## config.mk

```make
export PLATFORM = sky130hd
export DESIGN_NAME = instr_fetch_unit
export DESIGN_NICKNAME = d
export VERILOG_FILES = /design/src/rtl/instr_fetch_unit.sv
export SDC_FILE = /design/constraint.sdc
export NUM_CORES = 1
export LEC_CHECK = 0
export ABC_AREA = 1
export BUFFER_PORTS_ARGS = -buffer_cell sky130_fd_sc_hd__buf_2
export CELL_PAD_IN_SITES_DETAIL_PLACEMENT = 0
export CELL_PAD_IN_SITES_GLOBAL_PLACEMENT = 1
export CORE_UTILIZATION = 24
export DETAILED_ROUTE_END_ITERATION = 7
export PLACE_DENSITY = 0.59
export SLEW_MARGIN = 20
export SYNTH_ARGS = -nofsm -noshare
export SYNTH_HDL_FRONTEND = slang
export SYNTH_SLANG_ARGS = --single-unit
```

## constraint.sdc

```tcl
create_clock -name clk -period 8.7 [get_ports clk]
set_clock_uncertainty 0.1 [all_clocks]
set_input_delay 0.435 -clock clk [delete_from_list [all_inputs] [get_ports clk]]
set_output_delay 0.435 -clock clk [all_outputs]
set_load 0.02 [all_outputs]
```

## src/rtl/instr_fetch_unit.sv

```systemverilog
// ---------------------------------------------------------------------------
// instr_fetch_unit
//
// Fetch stage in front of the control unit. Holds the PC and issues word
// reads to instruction memory. Responses come back in request order with
// variable latency. Returned words are buffered with their PC in a small
// FIFO, which drives decode.
//
// Handshake semantics (every channel): a transfer happens on a rising clock
// edge where valid && ready are both high. A producer holds valid and its
// payload stable until the transfer completes. The only exception is a
// redirect, which withdraws a pending fetch request. The response channel
// has no ready: memory pushes a word whenever imemRspValid is high.
//
// Ports
//   clk, reset            rising-edge clock, async active-high reset
//   imemReqValid/Addr     fetch request (Addr is always the current PC)
//   imemReqReady          memory accepts the request
//   imemRspValid/Data     in-order response word
//   instrValid/Code/Pc    FIFO head towards decode (Code/Pc are 0 when empty)
//   instrReady            decode consumes the head
//   redirectValid/Pc      load a new PC and flush everything younger
//   dbg_state             current FSM state (0 = RUN, 1 = FLUSH)
// ---------------------------------------------------------------------------
module instr_fetch_unit #(
  parameter logic [31:0] RESET_PC = 32'h0000_0000,
  parameter int          DEPTH    = 2
) (
  input  logic        clk,
  input  logic        reset,
  output logic        imemReqValid,
  output logic [31:0] imemReqAddr,
  input  logic        imemReqReady,
  input  logic        imemRspValid,
  input  logic [31:0] imemRspData,
  output logic        instrValid,
  output logic [31:0] instrCode,
  output logic [31:0] instrPc,
  input  logic        instrReady,
  input  logic        redirectValid,
  input  logic [31:0] redirectPc,
  output logic        dbg_state
);

  localparam int PW = (DEPTH > 1) ? $clog2(DEPTH) : 1;
  localparam int CW = $clog2(DEPTH + 1);
  localparam logic [CW:0] DEPTH_W = (CW + 1)'(DEPTH);

  typedef enum logic {
    RUN   = 1'b0,
    FLUSH = 1'b1
  } state_t;

  state_t          state;
  logic [31:0]     pc;
  logic [CW-1:0]   outstanding;
  logic [CW-1:0]   drop_cnt;
  logic [CW-1:0]   count;
  logic [PW-1:0]   head;
  logic [PW-1:0]   tail;
  logic [PW-1:0]   tag_head;
  logic [PW-1:0]   tag_tail;

  logic [31:0]     fifo_pc  [DEPTH];
  logic [31:0]     fifo_ins [DEPTH];
  logic [31:0]     tag_mem  [DEPTH];

  logic            pop;
  logic            req_fire;
  logic            rsp_take;
  logic            push;
  logic [CW:0]     inflight;
  logic [CW-1:0]   remain;

  function automatic logic [PW-1:0] ptr_next(input logic [PW-1:0] p);
    return (p == PW'(DEPTH - 1)) ? '0 : p + PW'(1);
  endfunction

  assign instrValid = (count != '0);
  assign pop        = instrValid && instrReady;

  // Credit check. A slot freed by a pop in this cycle is reusable now, so a
  // 1-cycle memory can sustain one instruction per cycle with DEPTH = 2.
  // No underflow is possible: pop implies count >= 1.
  assign inflight = {1'b0, outstanding} + {1'b0, count} - {{CW{1'b0}}, pop};

  // Gated by reset so the request is low while reset is held.
  assign imemReqValid = !reset && (state == RUN) && !redirectValid && (inflight < DEPTH_W);
  assign imemReqAddr  = pc;
  assign req_fire     = imemReqValid && imemReqReady;

  // A response with nothing outstanding is spurious and is ignored.
  assign rsp_take = imemRspValid && (outstanding != '0);
  assign push     = rsp_take && (state == RUN) && !redirectValid;

  // These requests are still in flight after a redirect and must be dropped.
  assign remain = outstanding - CW'(rsp_take);

  assign instrCode = instrValid ? fifo_ins[head] : 32'h0;
  assign instrPc   = instrValid ? fifo_pc[head]  : 32'h0;
  assign dbg_state = (state == FLUSH);

  always_ff @(posedge clk or posedge reset) begin
    if (reset) begin
      state       <= RUN;
      pc          <= RESET_PC;
      outstanding <= '0;
      drop_cnt    <= '0;
      count       <= '0;
      head        <= '0;
      tail        <= '0;
      tag_head    <= '0;
      tag_tail    <= '0;
    end else if (redirectValid) begin
      pc          <= {redirectPc[31:2], 2'b00};
      count       <= '0;
      head        <= '0;
      tail        <= '0;
      tag_head    <= '0;
      tag_tail    <= '0;
      outstanding <= remain;
      drop_cnt    <= remain;
      state       <= (remain != '0) ? FLUSH : RUN;
    end else begin
      case (state)
        RUN: begin
          if (req_fire) begin
            pc       <= pc + 32'd4;
            tag_tail <= ptr_next(tag_tail);
          end
          if (rsp_take) begin
            tag_head <= ptr_next(tag_head);
            tail     <= ptr_next(tail);
          end
          if (pop) begin
            head <= ptr_next(head);
          end
          outstanding <= outstanding + CW'(req_fire) - CW'(rsp_take);
          count       <= count + CW'(rsp_take) - CW'(pop);
        end
        FLUSH: begin
          // Every in-flight response belongs to the pre-redirect stream.
          if (rsp_take) begin
            outstanding <= outstanding - CW'(1);
            drop_cnt    <= drop_cnt - CW'(1);
            if (drop_cnt == CW'(1)) begin
              state <= RUN;
            end
          end
        end
        default: state <= RUN;
      endcase
    end
  end

  // Storage for the tag queue and the FIFO. It needs no reset: the pointers
  // and the count qualify every read.
  always_ff @(posedge clk) begin
    if (req_fire) begin
      tag_mem[tag_tail] <= pc;
    end
    if (push) begin
      fifo_pc[tail]  <= tag_mem[tag_head];
      fifo_ins[tail] <= imemRspData;
    end
  end

endmodule

```

-- After elaboration in Yosys (flattened, before gate mapping)
Memories as Yosys holds them, arrays and structs flattened.
Index checks and enable logic that the tools add are counted.
W data, S select, Z words.
- output and inout port bits: 99
- memories: 3
- flip-flop bits (word level): 43
- logic and storage cells: 90
- memory bits (writable): 192
- bitwise gates (word level): 1
- add/subtract/negate cells: 14
- equality and inequality tests: 3
- reductions and logical operators: 21
- mux-type cells: 38
- $lt $le $gt $ge: 1
- memory list (name ; depth ; width ; rd ports ; clocked after memory_dff ; write ports ; RTL line ; source):
    fifo_ins ; 2 ; 32 ; 1 ; 0 ; 1 ; 65 ; logic [31:0] fifo_ins [DEPTH];
    fifo_pc ; 2 ; 32 ; 1 ; 0 ; 1 ; 64 ; logic [31:0] fifo_pc [DEPTH];
    tag_mem ; 2 ; 32 ; 1 ; 0 ; 1 ; 66 ; logic [31:0] tag_mem [DEPTH];
- operator list (kind ; count):
    $mux W32 ; 5
    $add A32 B3 Y32 const B ; 1
    $mux W1 ; 25
    $mux W2 ; 7
    $reduce_bool A2 Y1 ; 7
    $logic_and A1 B1 Y1 ; 8
    $reduce_and A2 Y1 ; 4
    $sub A2 B1 Y2 ; 3
    $add A1 B1 Y1 const B ; 4
    $add A2 B1 Y2 ; 2
    $pmux W2 S2 ; 1
    $sub A2 B1 Y2 const B ; 2
    $add A2 B2 Y3 ; 1
    $lt A3 B2 Y1 const B ; 1
    $ne A3 B2 Y1 const B ; 1
    $sub A3 B1 Y3 ; 1
    $eq A2 B1 Y1 const B ; 1
    $logic_not A1 Y1 ; 2
    $ne A2 B2 Y1 const B ; 1
    $not A1 Y1 ; 1

-- Longest topological paths before layout
Gate-level depths: netlist (run 1).
- word-level depth: 10
- mapped depth: 21
- mapped depth without buffers: 20

-- Worst setup path after synthesis (run 1)
No wires, ideal clock.
- path kind: register -> register
- start point: reg outstanding[0]
- end point: mem fifo_ins[0][0], enable pin
- setup slack: 4.394 ns
- arrival: 3.724 ns
- stages on the path, launching flop included: 7
- path buffers: 0
- data required time: 8.118 ns
- period minus slack after synthesis: 4.306 ns
- cells stage by stage: dfrtp_1 -> inv_1 -> ha_1 -> or2_2 -> inv_1 -> nand2_1 -> nor2_1
- word-level cells in the longest chain between the ends: 6
- RTL lines (item ; RTL line ; source):
    start, declared ; 56 ; logic [CW-1:0] outstanding;
    start signal, assigned ; 121 ; outstanding <= remain;
    start signal, assigned ; 138 ; outstanding <= outstanding + CW'(req_fire) - CW'(rsp_take);
    start signal, assigned ; 144 ; outstanding <= outstanding - CW'(1);
    $reduce_bool A2 Y1 ; 93 ; assign rsp_take = imemRspValid && (outstanding != '0);
    $logic_and A1 B1 Y1 ; 93 ;
    $logic_and A1 B1 Y1 (2 in a row) ; 94 ; assign push = rsp_take && (state == RUN) && !redirectValid;
    $mux W1 ; 162 ; if (push) begin
    $mux W1 (not written as such) ; 164 ; fifo_ins[tail] <= imemRspData;
    end, declared ; 65 ;
No other way between the ends.

-- Worst setup path in the final report (run 1)
- start point: reg count[0]
- end point: reg outstanding[1]
- word-level cells in the longest chain between the ends: 10
- elaborated cells on any way between the ends: 11
- those cells by class: 4 x add/sub; 1 x order compare; 2 x mux; 4 x reduce/logical
- RTL lines (item ; RTL line ; source):
    start, declared ; 58 ; logic [CW-1:0] count;
    start signal, assigned ; 139 ; count <= count + CW'(rsp_take) - CW'(pop);
    parallel branches: the longest is 2 deep, another holds $add A2 B2 Y3 ; - ;
    $sub A3 B1 Y3 (*) ; 85 ; assign inflight = {1'b0, outstanding} + {1'b0, count} - {{CW{1'b0}}, pop};
    $lt A3 B2 Y1 (*) ; 88 ; assign imemReqValid = !reset && (state == RUN) && !redirectValid && (inflight < DEPTH_W);
    $logic_and A1 B1 Y1 (*) ; 88 ;
    $logic_and A1 B1 Y1 (*) ; 90 ; assign req_fire = imemReqValid && imemReqReady;
    $add A2 B1 Y2 (*) ; 138 ;
    $sub A2 B1 Y2 (*) ; 138 ;
    $pmux W2 S2 (*) ; 125 ; case (state)
    $mux W2 (*) ; 114 ; end else if (redirectValid) begin
Every way passes the cells marked *.
A chain may end at the register's enable or synchronous reset.

==> results of run 1 <==
[cells by family after synthesis]
group           after synthesis  share of synthesized area
compound gates              103                     0.0580
xor+xnor                     11                    0.00995
fa+ha+maj                    10                     0.0137
buf+inv                      81                     0.0383
flops                       225                      0.677
mux                          30                     0.0349
other cells                   1                   0.000387
simple gates                400                      0.168
[synthesized netlist by cell type (all sizes together), types with 3 or more instances]
master,n,area share
edfxtp,184,0.57
dfrtp,41,0.11
nor2,55,0.024
xnor2,4,0.0036
o211ai,7,0.0054
nand2,296,0.12
a31oi,3,0.0019
nand3,40,0.021
a21oi,67,0.035
xor2,7,0.0063
o21ai,18,0.0093
buf,16,0.013
ha,9,0.012
inv,43,0.017
mux2,30,0.035
clkbuf,22,0.0085
[area by class of cell]
class	count	share of cell area
multi-input cells	558	0.228
clock inverters	14	0.0130
clock buffers	31	0.0563
flip-flops and latches	225	0.534
inverters	43	0.0131
repair buffers	209	0.102
well taps	525	0.0535
[flip-flops by register name, indices dropped and copies added (netlist names)]
name / flops
tag_mem: 60
imemReqAddr: 30
count: 2
drop_cnt: 2
dbg_state: 1
tag_head: 1
outstanding: 2
tag_tail: 1
fifo_ins: 64
fifo_pc: 60
tail: 1
head: 1
[worst reg2reg max path, cell delays in order (launching register included)]
cell,delay (ns)
dfrtp_1,0.43
nor2_4,0.11
buf_4,0.63
inv_1,0.13
nand2_1,0.11
inv_1,0.08
nand2_1,0.07
inv_1,0.06
fa_1,0.51
nand3_2,0.09
nor2_4,0.17
nand2_4,0.23
ha_1,0.36
inv_1,0.04
ha_1,0.18
xnor2_1,0.17
xor2_1,0.16
nand2_1,0.06
a22oi_1,0.13
[final timing paths]
check | startpoint | end | slack (ns)
hold reg to reg | tag_head | tag_head | 0.40
max in group asynchronous | reset | head | 7.53
setup / recovery | count[0] | outstanding[1] | 4.79
hold / removal | redirectPc[14] | imemReqAddr[14] | 0.03
min in group asynchronous | reset | imemReqAddr[10] | 0.50
setup reg to reg | count[0] | outstanding[1] | 4.79
[layer usage]
metal  track usage  up-vias
met4        0.0395        0
met2         0.217      142
met1         0.163     3238
met3        0.0202       35
met5             0        -
li1              -     3330
[repair_timing]
action | in CTS | in global routing
buffers inserted | 0 | 0
hold buffers | 37 | 0
hold endpoints to repair | 109 | 0
[report_power, final]
group | switching [mW] | internal [mW]
Combinational | 0.493 | 0.237
Sequential | 0.0787 | 1.28
Clock | 0.438 | 0.655
Total | 1.01 | 2.17
[per-stage QoR]
stage | hold slack [ns] | cells | utilization
floorplan | 0.381 | 864 | -
global placement | 0.383 | 1523 | 0.278
detailed placement | 0.397 | 1523 | 0.278
CTS | 0.00249 | 1605 | 0.309
global route | 0.0388 | 1605 | 0.309
finish | 0.0267 | 1605 | 0.309
==> metrics.md, run 1 <==
| Metric | Value |
|---|---|
| Met3 wire len | 1180 um |
| Synthesized flop and latch total | 225 |
| Status | finished clean |
| CP endpoint kind | register |
| Initial Utilization | 0.244 |
| Antenna-violating nets left | 0 |
| EDFF count, synth | 184 |
| CP delay by family, top | adder cells |
| Lkg Pwr | 4.88 nW |
| Met1 WL | 12000 um |
| Core area | 39700 um2 |
| Drt first pass iters | 4 |
| Total CTS buffers | 27 |
| Worst path required time | 9.06 ns |
| Critical path's largest stage delay | 0.63 ns |
| Gp weighted congestion | 0.750 |
| Area post-placement | 11100 um2 |
| CTS H-tree lvls | 1 |
| WL final | 26200 um |
| Crit path depth | 18 |
| DR top layer | met4 |
| Yosys cell types | 41 |
| Hpwl dp | 16200 um |
| Largest net degree at the start of global routing | 64 |
| Number of diodes | 0 |
| Root Driver | clkbuf_16 |
| Clock Sinks | 225 |
| Final Setup Violations | 0 |
| Global-route wire length before repair | 39600 um |
| Vias | 6745 |
| Number of global-route vias before repair | 6588 |
| Synth Cell Area | 9680 um2 |
| WP buf/inv | 5 |
| Area of the multi-input gates | 2800 um2 |
| Actual slew at the worst max-slew pin | 0.980 ns |
| Post-detailed-route DRC marker count | 0 |
| Hold/Removal Path Class | primary input to register |
| Area growth, synth to finish | 26.8% |
| Fmax achieved | 0.256 GHz |
| Initial drt markers | 323 |
| Die Width | 203 um |
| Worst-path maximum fanout | 63 |
| Die footprint | 41100 um2 |
| Share of layout cells above drive strength 1 | 0.241 |
| Final worst-path cycle share | 0.449 |
| Slowest stage cell, crit path | buf_4 |
| Crit path kind | register to register |
| Ys Warns | 0 |
| Hold depth | 3 |
| Nets | 1144 |
| Seq/Total Area, Yosys | 0.677 |
| IO buf count | 162 |
| Sequential Area | 6550 um2 |
| Rows | 73 |
| Reg2Reg Depth | 18 |
| Routed vias/inst | 4.20 |
| Worst path cell trace | nor2_4 > buf_4 > inv_1 > nand2_1 > inv_1 > nand2_1 > inv_1 > fa_1 > nand3_2 > nor2_4 > nand2_4 > ha_1 > inv_1 > ha_1 > xnor2_1 > xor2_1 > nand2_1 > a22oi_1 |
| Main synth FF type | edfxtp_1 |
| Worst-Skew Late Latency | 0.54 ns |
| GRT Residual Overflow | 0 |
| Most common cell after layout, fill and taps aside | nand2_1 |
| RSZ-0062 raised after global routing | false |
| DR WL met2 | 12500 um |
| Synth Area per Inst | 11.2 um2 |
| Setup ws final | 4.79 ns |
| VDD IR max | 0.111 mV |
| Post_cts resized | 0 |
| Worst Setup Start Kind | register |
| Avg WL per Cell | 16.3 um |
| Async set or reset register ratio after synthesis | 0.182 |
| Rel. slew slack | 0.347 |
| CTS tree | yes |
| Fill count | 4049 |
| Initial antenna violation count | 0 |
| Pre-CTS setup slack | 4.70 ns |
| Clk buf depth | 3 |
| Crit path arrival time | 4.26 ns |
| Most frequent cells in the layout | nand2_1, edfxtp_1, buf_2 |
| Final hold violation count | 0 |
| Power Dens Cells | 259 nW/um2 |
| Number of max-cap violations | 0 |
| Power Total | 3.18 mW |
| Syn Inst Count | 861 |
| Final instance area | 12300 um2 |
| Reg clk slew, reported paths | 0.06 ns |
| Die Span Y | 203 um |
| Tmin final | 3.91 ns |
| Setup Total Neg Slack | 0 ns |
| Num ports | 169 |
| Crit-path most repeated cell | inv_1 |
| GRT Util Overall | 0.127 |
| Max-slew violation count | 0 |
No activity file was read; power rests on OpenSTA's default activity.
==> inputs of run 2 (changes only) <==
PLACE_DENSITY = 0.6   (was 0.59)
clock period = 3.4 ns   (was 8.7 ns; I/O delays follow)
==> run 2 against run 1 <==
Die area is the same. Flip-flop and latch count unchanged. Cell area up 3.2%. Utilization increased by 1.0 points.
==> metrics.md, run 2 (synthesis results as in run 1) <==
| Metric | Value |
|---|---|
| GRT Util Overall | 0.125 |
| Core area | 39700 um2 |
| CP delay by family, top | simple AND/OR/NAND/NOR gates |
| Crit path arrival time | 3.38 ns |
| Final cell count without fillers | 1640 |
| Final hold violation count | 0 |
| Worst-Skew Late Latency | 0.54 ns |
| Initial Utilization | 0.244 |
| Die Width | 203 um |
| CTS H-tree lvls | 1 |
| DP Cell Count | 1524 |
| WP buf/inv | 4 |
| Worst path required time | 3.71 ns |
| Slowest stage cell, crit path | dlygate4sd3_1 |
| Lkg Pwr | 5.04 nW |
| Initial drt markers | 345 |
| GRT Residual Overflow | 0 |
| Post-detailed-route DRC marker count | 0 |
| Rows | 73 |
| Most common cell after layout, fill and taps aside | nand2_1 |
| Area of the multi-input gates | 2810 um2 |
| Postcts setup bufs | 0 |
| WL final | 26000 um |
| Reg2Reg Depth | 16 |
| Max-slew violation count | 0 |
| Worst Setup Start Kind | register |
| Max reg flops | 64 |
| Gp weighted congestion | 0.795 |
| Hold WS | 0.0567 ns |
| R2r endpoint | imemReqAddr[7] |
| Crit. Startpoint | count[0] |
| Hold/Removal Path Class | primary input to register |
| FF-to-FF setup slack | 0.33 ns |
| Hpwl dp | 16800 um |
| Nets | 1176 |
| Number of max-cap violations | 0 |
| IO buf count | 162 |
| Largest Register | fifo_ins |
| Area growth, synth to finish | 30.9% |
| Power Dens Cells | 643 nW/um2 |
| VDD IR max | 0.269 mV |
| Largest net degree at the start of global routing | 64 |
| Final Util | 0.319 |
| Crit path kind | register to register |
| Critical path's largest stage delay | 0.56 ns |
| RSZ-0062 raised after global routing | false |
| CTS tree | yes |
| Total CTS buffers | 26 |
| Status | finished clean |
| Vias | 6892 |
| Hold depth | 5 |
| Worst path cell trace | nor2_4 > inv_1 > nand2_1 > inv_1 > nand2_1 > o21ai_0 > nand2_1 > fa_1 > nand3_2 > nor2_4 > nand2_4 > nand2_4 > inv_4 > nand2_1 > o211ai_1 > dlygate4sd3_1 |
| Crit Reg-Reg Startpoint | count[0] |
| Antenna-violating nets left | 0 |
| Global-route wire length before repair | 39400 um |
| Root Driver | clkbuf_16 |
| CP endpoint | imemReqAddr[7] |
| Initial antenna violation count | 0 |
| Routed vias/inst | 4.20 |
| Crit path depth | 16 |
| Number of diodes | 0 |
| Power Total | 8.15 mW |
| Num ports | 169 |
| Avg WL per Cell | 15.9 um |
| Largest registers | fifo_ins: 64 flops, fifo_pc: 60 flops, tag_mem: 60 flops |
| Final Setup Violations | 0 |
| Fmax achieved | 0.326 GHz |
| Most frequent cells in the layout | nand2_1, edfxtp_1, buf_2 |
| Crit-path most repeated cell | nand2_1 |
| CP endpoint kind | register |
| Die footprint | 41100 um2 |
| Die Span Y | 203 um |
| Share of layout cells above drive strength 1 | 0.236 |
| Setup ws final | 0.331 ns |
| Drt first pass iters | 4 |
| Clock Sinks | 225 |
| Worst-path maximum fanout | 22 |
| Pre-CTS setup slack | 0.367 ns |
| Final worst-path cycle share | 0.903 |
| Sequential Area | 6550 um2 |
| Clk buf depth | 3 |
| Rel. slew slack | 0.459 |
| Fill count | 4074 |
| Number of global-route vias before repair | 6735 |
| Tmin final | 3.07 ns |
| Reg clk slew, reported paths | 0.06 ns |
| Actual slew at the worst max-slew pin | 0.812 ns |
-- run 2: worst reg2reg max path, cell delays in order (launching register included) --
cell and delay [ns]:
dfrtp_1 0.42, nor2_4 0.06, inv_1 0.06, nand2_1 0.06
inv_1 0.09, nand2_1 0.07, o21ai_0 0.08, nand2_1 0.09
fa_1 0.51, nand3_2 0.09, nor2_4 0.12, nand2_4 0.14
nand2_4 0.19, inv_4 0.15, nand2_1 0.09, o211ai_1 0.08
dlygate4sd3_1 0.56
-- run 2: final cells by class --
type / instances / area share
clock buffers: 35 / 0.0565
clock inverters: 12 / 0.0112
inverters: 43 / 0.0129
repair buffers: 242 / 0.129
multi-input cells: 558 / 0.222
well taps: 525 / 0.0518
flip-flops and latches: 225 / 0.517
-- run 2: power by group --
group	internal [mW]	switching, mW	leakage [nW]
Clock	1.70	1.08	0.414
Combinational	0.641	1.22	2.46
Sequential	3.26	0.252	2.16
-- run 2: timing repair --
item                                   CTS  global route
hold buffers                            69             0
endpoints found under the hold margin  139             0
gates resized for setup                  0             2
setup endpoints to repair                0             4
-- run 2: worst min-delay path by stage --
stage / startpoint / endpoint / slack [ns]
final: imemRspValid / dbg_state / 0.06
after global routing: imemRspValid / dbg_state / 0.1
after CTS: imemRspValid / dbg_state / 0.03
after detailed placement: imemRspData[1] / fifo_ins[1][1] / 0.26
after global placement: imemRspData[31] / fifo_ins[0][31] / 0.26
after floorplan: imemRspData[0] / fifo_ins[0][0] / 0.17
-- run 2: metrics by stage --
stage	TNS, ns	cell area, um2
3_3_place_gp	0	11100
5_1_grt	0	12700
6_report	0	12700
2_1_floorplan	-112.32	9710
3_5_place_dp	0	11100
4_1_cts	0	12700
-- run 2: routing by layer --
metal / routed length, um / share of wire / vias to the layer above / track usage
met4: 484 / 0.019 / 0 / 0.0397
met3: 1050 / 0.040 / 23 / 0.0164
met5: 0 / 0 / - / 0
li1: - / - / 3404 / -
met2: 12400 / 0.48 / 158 / 0.213
met1: 12100 / 0.46 / 3307 / 0.164
==> inputs of run 3 (changes only) <==
SETUP_SLACK_MARGIN = 0.4   (was default)
==> run 3 against run 2 <==
Combinational power up 6%. Worst hold slack better by 0.022 ns. Sequential power down 2%. Non-clock buffer count up 1. Power down 0.22%. Critical path type unchanged. Largest cell class unchanged. Largest power group unchanged.
==> metrics.md, run 3 (synthesis results as in run 1) <==
| Metric | Value |
|---|---|
| Global-route wire length before repair | 39700 um |
| Crit path kind | register to register |
| Drt first pass iters | 4 |
| Max reg flops | 64 |
| Power Total | 8.13 mW |
| Gp weighted congestion | 0.750 |
| Vias | 6922 |
| CTS H-tree lvls | 1 |
| Status | finished clean |
| Root Driver | clkbuf_16 |
| Routed vias/inst | 4.22 |
| Actual slew at the worst max-slew pin | 0.833 ns |
| FF-to-FF setup slack | 0.54 ns |
| Initial Utilization | 0.244 |
| RSZ-0062 raised after global routing | true |
| Hpwl dp | 16700 um |
| Final worst-path cycle share | 0.841 |
| Worst-path maximum fanout | 3 |
| Max-slew violation count | 0 |
| Share of layout cells above drive strength 1 | 0.247 |
| Number of diodes | 0 |
| NetSw | 2.60 mW |
| VDD IR max | 0.307 mV |
| Hold Path Sink | dbg_state |
| Total CTS buffers | 26 |
| Lkg Pwr | 5.03 nW |
| WL final | 26200 um |
| Final Setup Violations | 0 |
| Hold/Removal Path Class | primary input to register |
| Hold WS | 0.0783 ns |
| Most common cell after layout, fill and taps aside | nand2_1 |
| Initial drt markers | 334 |
| Crit Reg-Reg Startpoint | count[0] |
| CP endpoint kind | register |
| Clk buf depth | 3 |
| GRT Util Overall | 0.127 |
| Hold Path Origin | imemRspValid |
| Hold depth | 5 |
| Final instance area | 12700 um2 |
| Die footprint | 41100 um2 |
| Fill count | 4064 |
| Avg WL per Cell | 15.9 um |
| Rel. slew slack | 0.445 |
| Cell internal pwr | 5.54 mW |
| CTS tree | yes |
| Die Span Y | 203 um |
| Nets | 1177 |
| Clock power frac | 0.333 |
| Largest Register | fifo_ins |
| Die Width | 203 um |
| R2r endpoint | outstanding[1] |
| Core area | 39700 um2 |
| Fmax achieved | 0.350 GHz |
| DP Cell Count | 1524 |
| GRT Residual Overflow | 0 |
| Num ports | 169 |
| Rows | 73 |
| Worst-Skew Late Latency | 0.54 ns |
| Crit path arrival time | 3.21 ns |
| Final hold violation count | 0 |
| Flop pwr share | 0.425 |
| Sw frac | 0.320 |
| Area growth, synth to finish | 31.1% |
| Antenna-violating nets left | 0 |
| Final cell count without fillers | 1642 |
| Number of global-route vias before repair | 6760 |
| Area post-placement | 11100 um2 |
| Most frequent cells in the layout | nand2_1, edfxtp_1, buf_2 |
| Reg clk slew, reported paths | 0.06 ns |
| Initial antenna violation count | 0 |
| Post-detailed-route DRC marker count | 0 |
| Setup Total Neg Slack | 0 ns |
| Clock Sinks | 225 |
| Tmin final | 2.86 ns |
| Gate power share | 0.243 |
| Number of max-cap violations | 0 |
| Reg2Reg Depth | 18 |
| Worst path required time | 3.76 ns |
| Worst Setup Start Kind | register |
| Power Dens Cells | 641 nW/um2 |
| IO buf count | 162 |
| Largest net degree at the start of global routing | 64 |
| Largest registers | fifo_ins: 64 flops, fifo_pc: 60 flops, tag_mem: 60 flops |
==> run 3: layout make-up <==
class | count | area, um2 | area share
clock buffers | 37 | 743 | 0.0585
clock inverters | 11 | 97.6 | 0.00769
inverters | 43 | 166 | 0.0131
multi-input cells | 558 | 2840 | 0.224
flip-flops and latches | 225 | 6550 | 0.516
well taps | 525 | 657 | 0.0517
repair buffers | 243 | 1630 | 0.129
==> run 3: worst max-delay path, stage by stage, from the launching register on <==
cell,delay (ns)
dfrtp_1,0.41
nor2_4,0.07
inv_4,0.05
nand2_2,0.05
inv_2,0.05
nand2_1,0.06
o21ai_1,0.08
nand2_1,0.08
fa_1,0.51
nand3_2,0.09
nor2_4,0.16
nand2_4,0.08
ha_4,0.27
inv_2,0.04
ha_4,0.15
xnor2_2,0.16
xor2_1,0.16
nand2_1,0.06
a22oi_1,0.16
==> run 3: how the worst max path moves through the flow <==
stage,endpoint,cells after the start,slack [ns],startpoint
6_report,outstanding[1],18,0.54,count[0]
3_3_place_gp,imemReqAddr[23],20,0.44,count[0]
5_1_grt,outstanding[1],18,0.37,count[0]
3_5_place_dp,outstanding[1],18,0.41,count[0]
2_1_floorplan,fifo_ins[0][0],6,0.12,outstanding[0]
4_1_cts,outstanding[1],18,0.42,count[0]
==> run 3: what timing repair did <==
item / CTS / global route
setup endpoints to repair: 1 / 23
buffers inserted: 0 / 4
hold buffers: 66 / 0
resized for setup: 1 / 6
endpoints found under the hold margin: 139 / 0
pin swaps: 1 / 6
==> run 3: power by group through the flow <==
stage,clock network (mW),registers [mW],logic [mW]
floorplan,0,3.51,1.18
global placement,0,3.50,1.88
detailed placement,0,3.51,1.90
CTS,2.81,3.46,1.98
global route,2.89,3.49,2.19
finish,2.71,3.45,1.97
==> run 3: routing by layer <==
| layer | track usage | routed length (um) | vias up | part of all wire |
|---|---|---|---|---|
| li1 | - | - | 3408 | - |
| met1 | 0.165 | 11900 | 3320 | 0.45 |
| met2 | 0.214 | 12500 | 154 | 0.48 |
| met3 | 0.0183 | 1170 | 40 | 0.045 |
| met4 | 0.0454 | 654 | 0 | 0.025 |
| met5 | 0 | 0 | - | 0 |
==> run 3: metrics by stage <==
stage,utilization,setup WS [ns]
6_report,0.320,0.542
5_1_grt,0.320,0.373
4_1_cts,0.318,0.417
3_5_place_dp,0.280,0.413
3_3_place_gp,0.280,0.439
2_1_floorplan,-,0.116
